## src/rtl/uart_tx_arbiter.sv

```systemverilog
// ---------------------------------------------------------------------------
// uart_tx_arbiter
//
// Shares one UART transmitter among NUM_REQ byte sources. Every source owns a
// one-deep slot that it fills with a single-cycle tick. Pending slots are
// served round-robin: the chosen byte is latched onto o_tx_data, o_tx_start
// pulses for one cycle, and the arbiter then waits for the UART's done tick
// (or gives up after TIMEOUT_CLKS cycles) before picking the next slot.
//
// Ports
//   clk              system clock
//   rst_n            asynchronous active-low reset
//   i_req_tick       per-source write strobe (one cycle)
//   i_req_data       source k byte at [k*DATA_BITS +: DATA_BITS]
//   i_tx_done_tick   UART o_tx_done_tick
//   o_tx_start       UART i_tx_start, one-cycle pulse
//   o_tx_data        UART i_tx_data, held until the next grant
//   o_slot_full      slot k holds an unsent byte
//   o_sent_tick      pulse: byte from source k completed
//   o_overflow_tick  pulse: tick k dropped because slot k was full
//   o_timeout_tick   pulse: wait for done was aborted
//   o_busy           FSM is not idle
// All outputs come straight from flops.
// ---------------------------------------------------------------------------
module uart_tx_arbiter #(
    parameter int NUM_REQ      = 4,
    parameter int DATA_BITS    = 8,
    parameter int TIMEOUT_CLKS = 20000,
    parameter int TO_BIT       = 15
) (
    input  logic                         clk,
    input  logic                         rst_n,
    input  logic [NUM_REQ-1:0]           i_req_tick,
    input  logic [NUM_REQ*DATA_BITS-1:0] i_req_data,
    input  logic                         i_tx_done_tick,
    output logic                         o_tx_start,
    output logic [DATA_BITS-1:0]         o_tx_data,
    output logic [NUM_REQ-1:0]           o_slot_full,
    output logic [NUM_REQ-1:0]           o_sent_tick,
    output logic [NUM_REQ-1:0]           o_overflow_tick,
    output logic                         o_timeout_tick,
    output logic                         o_busy
);

    localparam int PTR_BITS = (NUM_REQ > 1) ? $clog2(NUM_REQ) : 1;

    typedef enum logic [1:0] {
        S_IDLE,
        S_START,
        S_WAIT
    } state_t;

    state_t                 state_q,      state_d;
    logic [DATA_BITS-1:0]   slot_data_q   [NUM_REQ];
    logic [DATA_BITS-1:0]   slot_data_d   [NUM_REQ];
    logic [NUM_REQ-1:0]     slot_valid_q, slot_valid_d;
    logic [PTR_BITS-1:0]    rr_q,         rr_d;
    logic [PTR_BITS-1:0]    grant_q,      grant_d;
    logic [TO_BIT-1:0]      cnt_q,        cnt_d;
    logic                   tx_start_q,   tx_start_d;
    logic [DATA_BITS-1:0]   tx_data_q,    tx_data_d;
    logic [NUM_REQ-1:0]     sent_q,       sent_d;
    logic [NUM_REQ-1:0]     ovf_q,        ovf_d;
    logic                   timeout_q,    timeout_d;
    logic                   busy_q,       busy_d;

    // Round-robin search result
    logic                   found;
    logic [PTR_BITS-1:0]    pick;
    logic                   grant_now;

    always_comb begin
        // NOTE: every signal assigned here gets a default first, so no path
        // through the case/if logic can leave a value unassigned (no latches).
        found = 1'b0;
        pick  = '0;

        // First valid slot strictly after the rr pointer, wrapping modulo NUM_REQ.
        for (int i = 1; i <= NUM_REQ; i++) begin
            if (!found && slot_valid_q[(int'(rr_q) + i) % NUM_REQ]) begin
                found = 1'b1;
                pick  = PTR_BITS'((int'(rr_q) + i) % NUM_REQ);
            end
        end

        grant_now = (state_q == S_IDLE) && found;

        state_d      = state_q;
        slot_data_d  = slot_data_q;
        slot_valid_d = slot_valid_q;
        rr_d         = rr_q;
        grant_d      = grant_q;
        cnt_d        = cnt_q;
        tx_start_d   = 1'b0;
        tx_data_d    = tx_data_q;
        sent_d       = '0;
        ovf_d        = '0;
        timeout_d    = 1'b0;

        unique case (state_q)
            S_IDLE: begin
                if (found) begin
                    tx_data_d          = slot_data_q[pick];
                    slot_valid_d[pick] = 1'b0;
                    rr_d               = pick;
                    grant_d            = pick;
                    tx_start_d         = 1'b1;
                    state_d            = S_START;
                end
            end
            S_START: begin
                cnt_d   = '0;
                state_d = S_WAIT;
            end
            S_WAIT: begin
                // Done is tested first so it wins over the final timeout cycle.
                if (i_tx_done_tick) begin
                    sent_d[grant_q] = 1'b1;
                    state_d         = S_IDLE;
                end else if (cnt_q == TO_BIT'(TIMEOUT_CLKS - 1)) begin
                    timeout_d = 1'b1;
                    state_d   = S_IDLE;
                end else begin
                    cnt_d = cnt_q + TO_BIT'(1);
                end
            end
            default: state_d = S_IDLE;
        endcase

        // Slot capture runs after the grant so a tick on the slot being
        // granted this cycle re-fills it instead of overflowing.
        for (int k = 0; k < NUM_REQ; k++) begin
            if (i_req_tick[k]) begin
                if (!slot_valid_q[k] || (grant_now && int'(pick) == k)) begin
                    slot_data_d[k]  = i_req_data[k*DATA_BITS +: DATA_BITS];
                    slot_valid_d[k] = 1'b1;
                end else begin
                    ovf_d[k] = 1'b1;
                end
            end
        end

        busy_d = (state_d != S_IDLE);
    end

    always_ff @(posedge clk or negedge rst_n) begin
        if (!rst_n) begin
            state_q      <= S_IDLE;
            // NOTE: slot storage is small, so it is reset along with the
            // control state; nothing stale can reach o_tx_data after reset.
            for (int k = 0; k < NUM_REQ; k++) slot_data_q[k] <= '0;
            slot_valid_q <= '0;
            rr_q         <= PTR_BITS'(NUM_REQ - 1);
            grant_q      <= '0;
            cnt_q        <= '0;
            tx_start_q   <= 1'b0;
            tx_data_q    <= '0;
            sent_q       <= '0;
            ovf_q        <= '0;
            timeout_q    <= 1'b0;
            busy_q       <= 1'b0;
        end else begin
            // NOTE: non-blocking assignments make every flop sample the
            // pre-edge values, independent of statement order.
            state_q      <= state_d;
            slot_data_q  <= slot_data_d;
            slot_valid_q <= slot_valid_d;
            rr_q         <= rr_d;
            grant_q      <= grant_d;
            cnt_q        <= cnt_d;
            tx_start_q   <= tx_start_d;
            tx_data_q    <= tx_data_d;
            sent_q       <= sent_d;
            ovf_q        <= ovf_d;
            timeout_q    <= timeout_d;
            busy_q       <= busy_d;
        end
    end

    assign o_tx_start      = tx_start_q;
    assign o_tx_data       = tx_data_q;
    assign o_slot_full     = slot_valid_q;
    assign o_sent_tick     = sent_q;
    assign o_overflow_tick = ovf_q;
    assign o_timeout_tick  = timeout_q;
    assign o_busy          = busy_q;

endmodule
```

## config.mk

```make
export PLATFORM = sky130hd
export DESIGN_NAME = uart_tx_arbiter
export DESIGN_NICKNAME = d
export VERILOG_FILES = /design/src/rtl/uart_tx_arbiter.sv
export SDC_FILE = /design/constraint.sdc
export NUM_CORES = 1
export LEC_CHECK = 0
export CORE_MARGIN = 2
export CORE_UTILIZATION = 56
export DETAILED_ROUTE_END_ITERATION = 16
export GPL_TIMING_DRIVEN = 0
export MAX_ROUTING_LAYER = met4
export PLACE_DENSITY = 0.93
export SYNTH_ARGS = -nofsm -noshare
export SYNTH_HDL_FRONTEND = slang
export SYNTH_SLANG_ARGS = --single-unit
```

## constraint.sdc

```tcl
create_clock -name clk -period 3.6 [get_ports clk]
set_input_delay 0.72 -clock clk [delete_from_list [all_inputs] [get_ports clk]]
set_output_delay 0.72 -clock clk [all_outputs]
set_load 0.01 [all_outputs]
```

# == Yosys cells after proc, flatten, opt, wreduce, memory -nomap -nowiden ==
# Cells that the tools add are included.
# word_totals
regBits,76
in_bits,39
out_inout_bits,23
wordCells,138
# op_classes
addsub,5
magnitude_cmp,9
n_eq_ne,8
mux,59
n_bitwise,7
n_reduce_logical,35
# op_table
op,n
two-way mux 1 bit,35
two-way mux 15 bit,2
case mux 15 bit (2 select lines),1
binary-select mux 8 bit (select 2 bit),1
"< comparator 3 x 4 -> 1 bit, second input constant",4
two-way mux 4 bit,4
two-way mux 8 bit,2
"adder 15 x 1 -> 15 bit, second input constant",1
"== test 15 bit, second input constant",1
two-way mux 2 bit,7
logical AND 1 bit,10
AND reduction 2 bit,5
binary-select mux 1 bit (select 2 bit),4
OR reduction 2 bit,4
zero test 1 bit,7
"== test 2 bit, second input constant",3
"< comparator 2 x 3 -> 1 bit, second input constant",2
case mux 2 bit (3 select lines),1
"adder 2 x 1 -> 2 bit, second input constant",2
"adder 2 bit, second input constant",2
"bitwise AND 1 bit, first input constant",4
bitwise AND 4 bit,1
demux 1 bit (select 2 bit),2
"== test 2 x 1 -> 1 bit, second input constant",2
other kinds (9),16

# == Depth between registers and ports, before layout ==
# logic_depth
ltp_word,26
mapped_depth,7
ltp_nobuf,6

# == Worst setup path before layout ==
# OpenSTA, ideal clock, no wires.
# synth_timing
path_type,register -> register
from,reg rr_q[1]
to,"reg tx_data_q[0], in the netlist o_tx_data[0]"
setup_ns,0.125
t_arrival_ns,2.110
required_time_ns,3.475
slack_ns,1.365
path_stages_with_launch,7
path_buffers,1
synth_period_minus_slack_ns,2.235
path_cell_list,dfstp_2 -> mux2i_1 -> o22ai_2 -> a21oi_2 -> buf_6 -> mux4_2 -> mux2_4
# synth_between
elab_chain_len,18
word_cells_on_any_way,35
classes_between,add/sub (4); mux (23); bitwise (1); reduce/logical (7)
# synth_rtl
element,line_no,source
from (decl),57,"logic [PTR_BITS-1:0] rr_q, rr_d;"
from (signal assigned),153,rr_q <= PTR_BITS'(NUM_REQ - 1);
from (signal assigned),168,rr_q <= rr_d;
adder 2 x 1 -> 2 bit,"80, 82",
binary-select mux 1 bit (select 2 bit),80,if (!found && slot_valid_q[(int'(rr_q) + i) % NUM_REQ]) begin
two-way mux 1 bit (implied by the code) (2 in a row),80,
two-way mux 1 bit,80,
zero test 1 bit,80,
logical AND 1 bit,80,
two-way mux 1 bit,80,
zero test 1 bit,80,
logical AND 1 bit,80,
two-way mux 1 bit,80,
zero test 1 bit,80,
logical AND 1 bit,80,
two-way mux 2 bit,80,
NOT 2 -> 3 bit (implied by the code),103,tx_data_d = slot_data_q[pick];
binary-select mux 8 bit (select 2 bit),103,
two-way mux 8 bit (implied by the code) (2 in a row),103,
to (signal assigned),172,tx_data_q <= tx_data_d;
to (decl),61,"logic [DATA_BITS-1:0] tx_data_q, tx_data_d;"
# Parallel ways exist; a longest one is shown, timed or not. The select of a mux whose other input is x is not followed.
# A chain may end at the register's enable or synchronous reset.

# == Worst setup path after layout ==
# layout_timing
from,reg rr_q[1]
to,"reg tx_data_q[1], in the netlist o_tx_data[1]"
# The elaborated chain is that of the path after synthesis.

==> metrics.cfg <==
[timing]
rsz0062_at_grt = no
min_period_over_period_pct = 70.0
min_period_ps = 2520
setup_viol = 0
timing.fmax_mhz = 397
hold-worst-slack_ps = 463
relSlewSlack_pct = 38.1
worst_clock_skew_ps = 5.82
drv_slew = 0
tightest_slew_ps = 928
hold_viol_final = 0

[final_layout]
finalInstanceArea_um2 = 4330
utilization_pct = 73.1
fin_cells = 459
syn_to_final_growth_pct = 26.4
nNetsFinal = 419
final_common_cell = dfrtp_1
drive_gt1_share_pct = 13.0
fillers = 380
diodes = 0
layout_common_cells = 74 x dfrtp_1, 67 x nand2_1, 60 x clkdlybuf4s50_1, 24 x o22ai_1, 13 x mux2_2

[worst_setup_path]
worstPathMaxFanout = 10
cp-start-kind = flip-flop
crit_start = rr_q[1]
crit_family = multiplexers
critPathBufInv = 1
worst_path_largest_cell_delay_ps = 610
path_class = reg -> reg
r2r_setup_slack_ps = 1080
critical_path_arrival_ps = 2750
cp_slowest_cell = dfstp_2
critPathRequiredTime_ps = 3830
crit_chain = mux2i_1, o22ai_2, a21oi_2, buf_6, mux4_2, mux2_4
crit_path_end_kind = flip-flop
worst_r2r_startpoint = rr_q[1]

[clock_network]
clkSinkCount = 76
cts.reportedPaths.clkPinSlew_ps = 70
cts_resized = 0
cts_setup_buffers = 0
cts_max_path_buffers = 2
worstSkewPairLatency_ps = 350
cts_root_buf = clkbuf_8
cts-buffers-inserted = 9
htreeDepth = 3
cts_hold_buffers = 0
cts_tree = built

[routing]
vias = 2789
drt-total-wl_um = 8350
ant_nets = 0
firstDrtPassIters = 5
dr.first_iter.drc_count = 174
drc = 0
viasPerCell = 6.08
wl_per_cell_um = 18.2

[global_routing]
grt_pass1_wl_um = 13200
first_global_vias = 2815
grt_max_degree = 77
antenna_found_initial = 0
track_usage_pct = 27.4
gr-total-overflow = 0

[floorplan]
die_w_um = 82.2
die_h_um = 82.2
core-area_um2 = 5920
rows = 28
ioPinCount = 62
start_util_pct = 57.8
die-area_um2 = 6750

[yosys]
synth_cells = 307
ys_ff_latch = 76
ys_types = 49
yosys_warnings = 0
synth_area_per_cell_um2 = 11.1
synthesis.nets = 347
synth_seq_area_share_pct = 55.7
synthesis.area_um2 = 3420

[placed_design]
dp_cells = 443
place.detailed.hpwl_um = 5480
gp_congestion = 0.912
port_buffers = 61
placed_area_um2 = 4120

[power]
pwr_density_cell_nw_per_um2 = 860
peakVddDrop_v = 0.000508
leakagePower_nw = 1.90
power_mw = 3.72

[worst_hold_path]
hold_path_class = reg -> reg
min_from = grant_q[0]

[status]
status = complete, no violations

[flow_run]
cap_violations = 0

worst reg2reg max path, delay by kind of cell, from the launching register on:
kind	cells	cell delay, ps
AO/OA/AOI/OAI	2	540
buffers and inverters	1	240
flip-flops	1	610
multiplexers	3	1030
state kept, by name, summed over array words and instances (netlist names), 2 cells and up:
register	count
state_q	2
o_sent_tick	4
o_tx_data	8
o_overflow_tick	4
o_slot_full	4
rr_q	2
grant_q	2
slot_data_q	32
cnt_q	15
final timing paths:
check                                  to  cells after the start
max                          o_tx_data[1]                      6
min in group asynchronous  o_sent_tick[2]                      1
max reg2reg                  o_tx_data[1]                      6
min reg2reg                o_sent_tick[2]                      1
min                        o_sent_tick[2]                      1
max in group asynchronous       cnt_q[12]                      1
metal layers:
metal	GRT usage, %	part of all wire [%]	vias up
li1	-	-	1246
met1	32.0	38	1373
met2	45.9	52	139
met3	4.46	6.3	31
met4	14.0	3.7	0
met5	-	0	-
layout make-up:
type	count	area (um2)	area share, %
well taps	75	93.8	2.17
inverters	9	33.8	0.781
multi-input cells	209	1420	32.9
clock inverters	4	47.5	1.10
repair buffers	61	608	14.1
flip-flops and latches	76	1900	44.0
clock buffers	12	155	3.59
plain buffers	13	61.3	1.42
cells in the mapped netlist (all sizes together):
master,number,area (um2)
a211o,1,8.76
a21boi,1,7.51
a21o,1,7.51
a21oi,3,18.8
a31oi,2,18.8
and2,4,25.0
and3,2,12.5
and4,2,17.5
buf,8,42.5
clkbuf,5,18.8
clkinv,1,3.75
dfrtp,74,1850
dfstp,2,52.6
ha,1,12.5
inv,8,30.0
mux2,16,191
mux2i,2,20.0
mux4,8,195
nand2,67,251
nand2b,5,31.3
nand3,9,45.0
nand3b,2,15.0
nand4,5,31.3
nor2,10,37.5
nor2b,2,12.5
nor3,5,25.0
nor3b,4,45.1
nor4,2,12.5
o211ai,3,22.5
o21a,3,22.5
o21ai,5,25.0
o22ai,25,163
o311ai,2,17.5
o31ai,3,22.5
o41ai,2,17.5
or2,3,18.8
or3,3,18.8
or4,1,7.51
xor2,5,43.8
cells by family after synthesis:
group,synth area share [%]
compound gates,10.3
buf+inv,2.78
mux,11.9
simple gates,17.7
flops,55.7
xor+xnor,1.28
fa+ha+maj,0.366
power by group:
part / switching [mW] / total (mW) / internal (mW) / leakage [nW]
registers: 0.229 / 1.41 / 1.19 / 0.951
logic: 0.806 / 1.64 / 0.839 / 0.849
clock network: 0.303 / 0.659 / 0.356 / 0.102
total: 1.34 / 3.72 / 2.38 / 1.90
per-stage QoR:
step	worst slack, ps	setup TNS [ps]
2_1_floorplan	1360	0
3_3_place_gp	-649	-47770
3_5_place_dp	922	0
4_1_cts	1070	0
5_1_grt	973	0
6_report	1080	0
No activity file was read; power rests on OpenSTA's default activity.
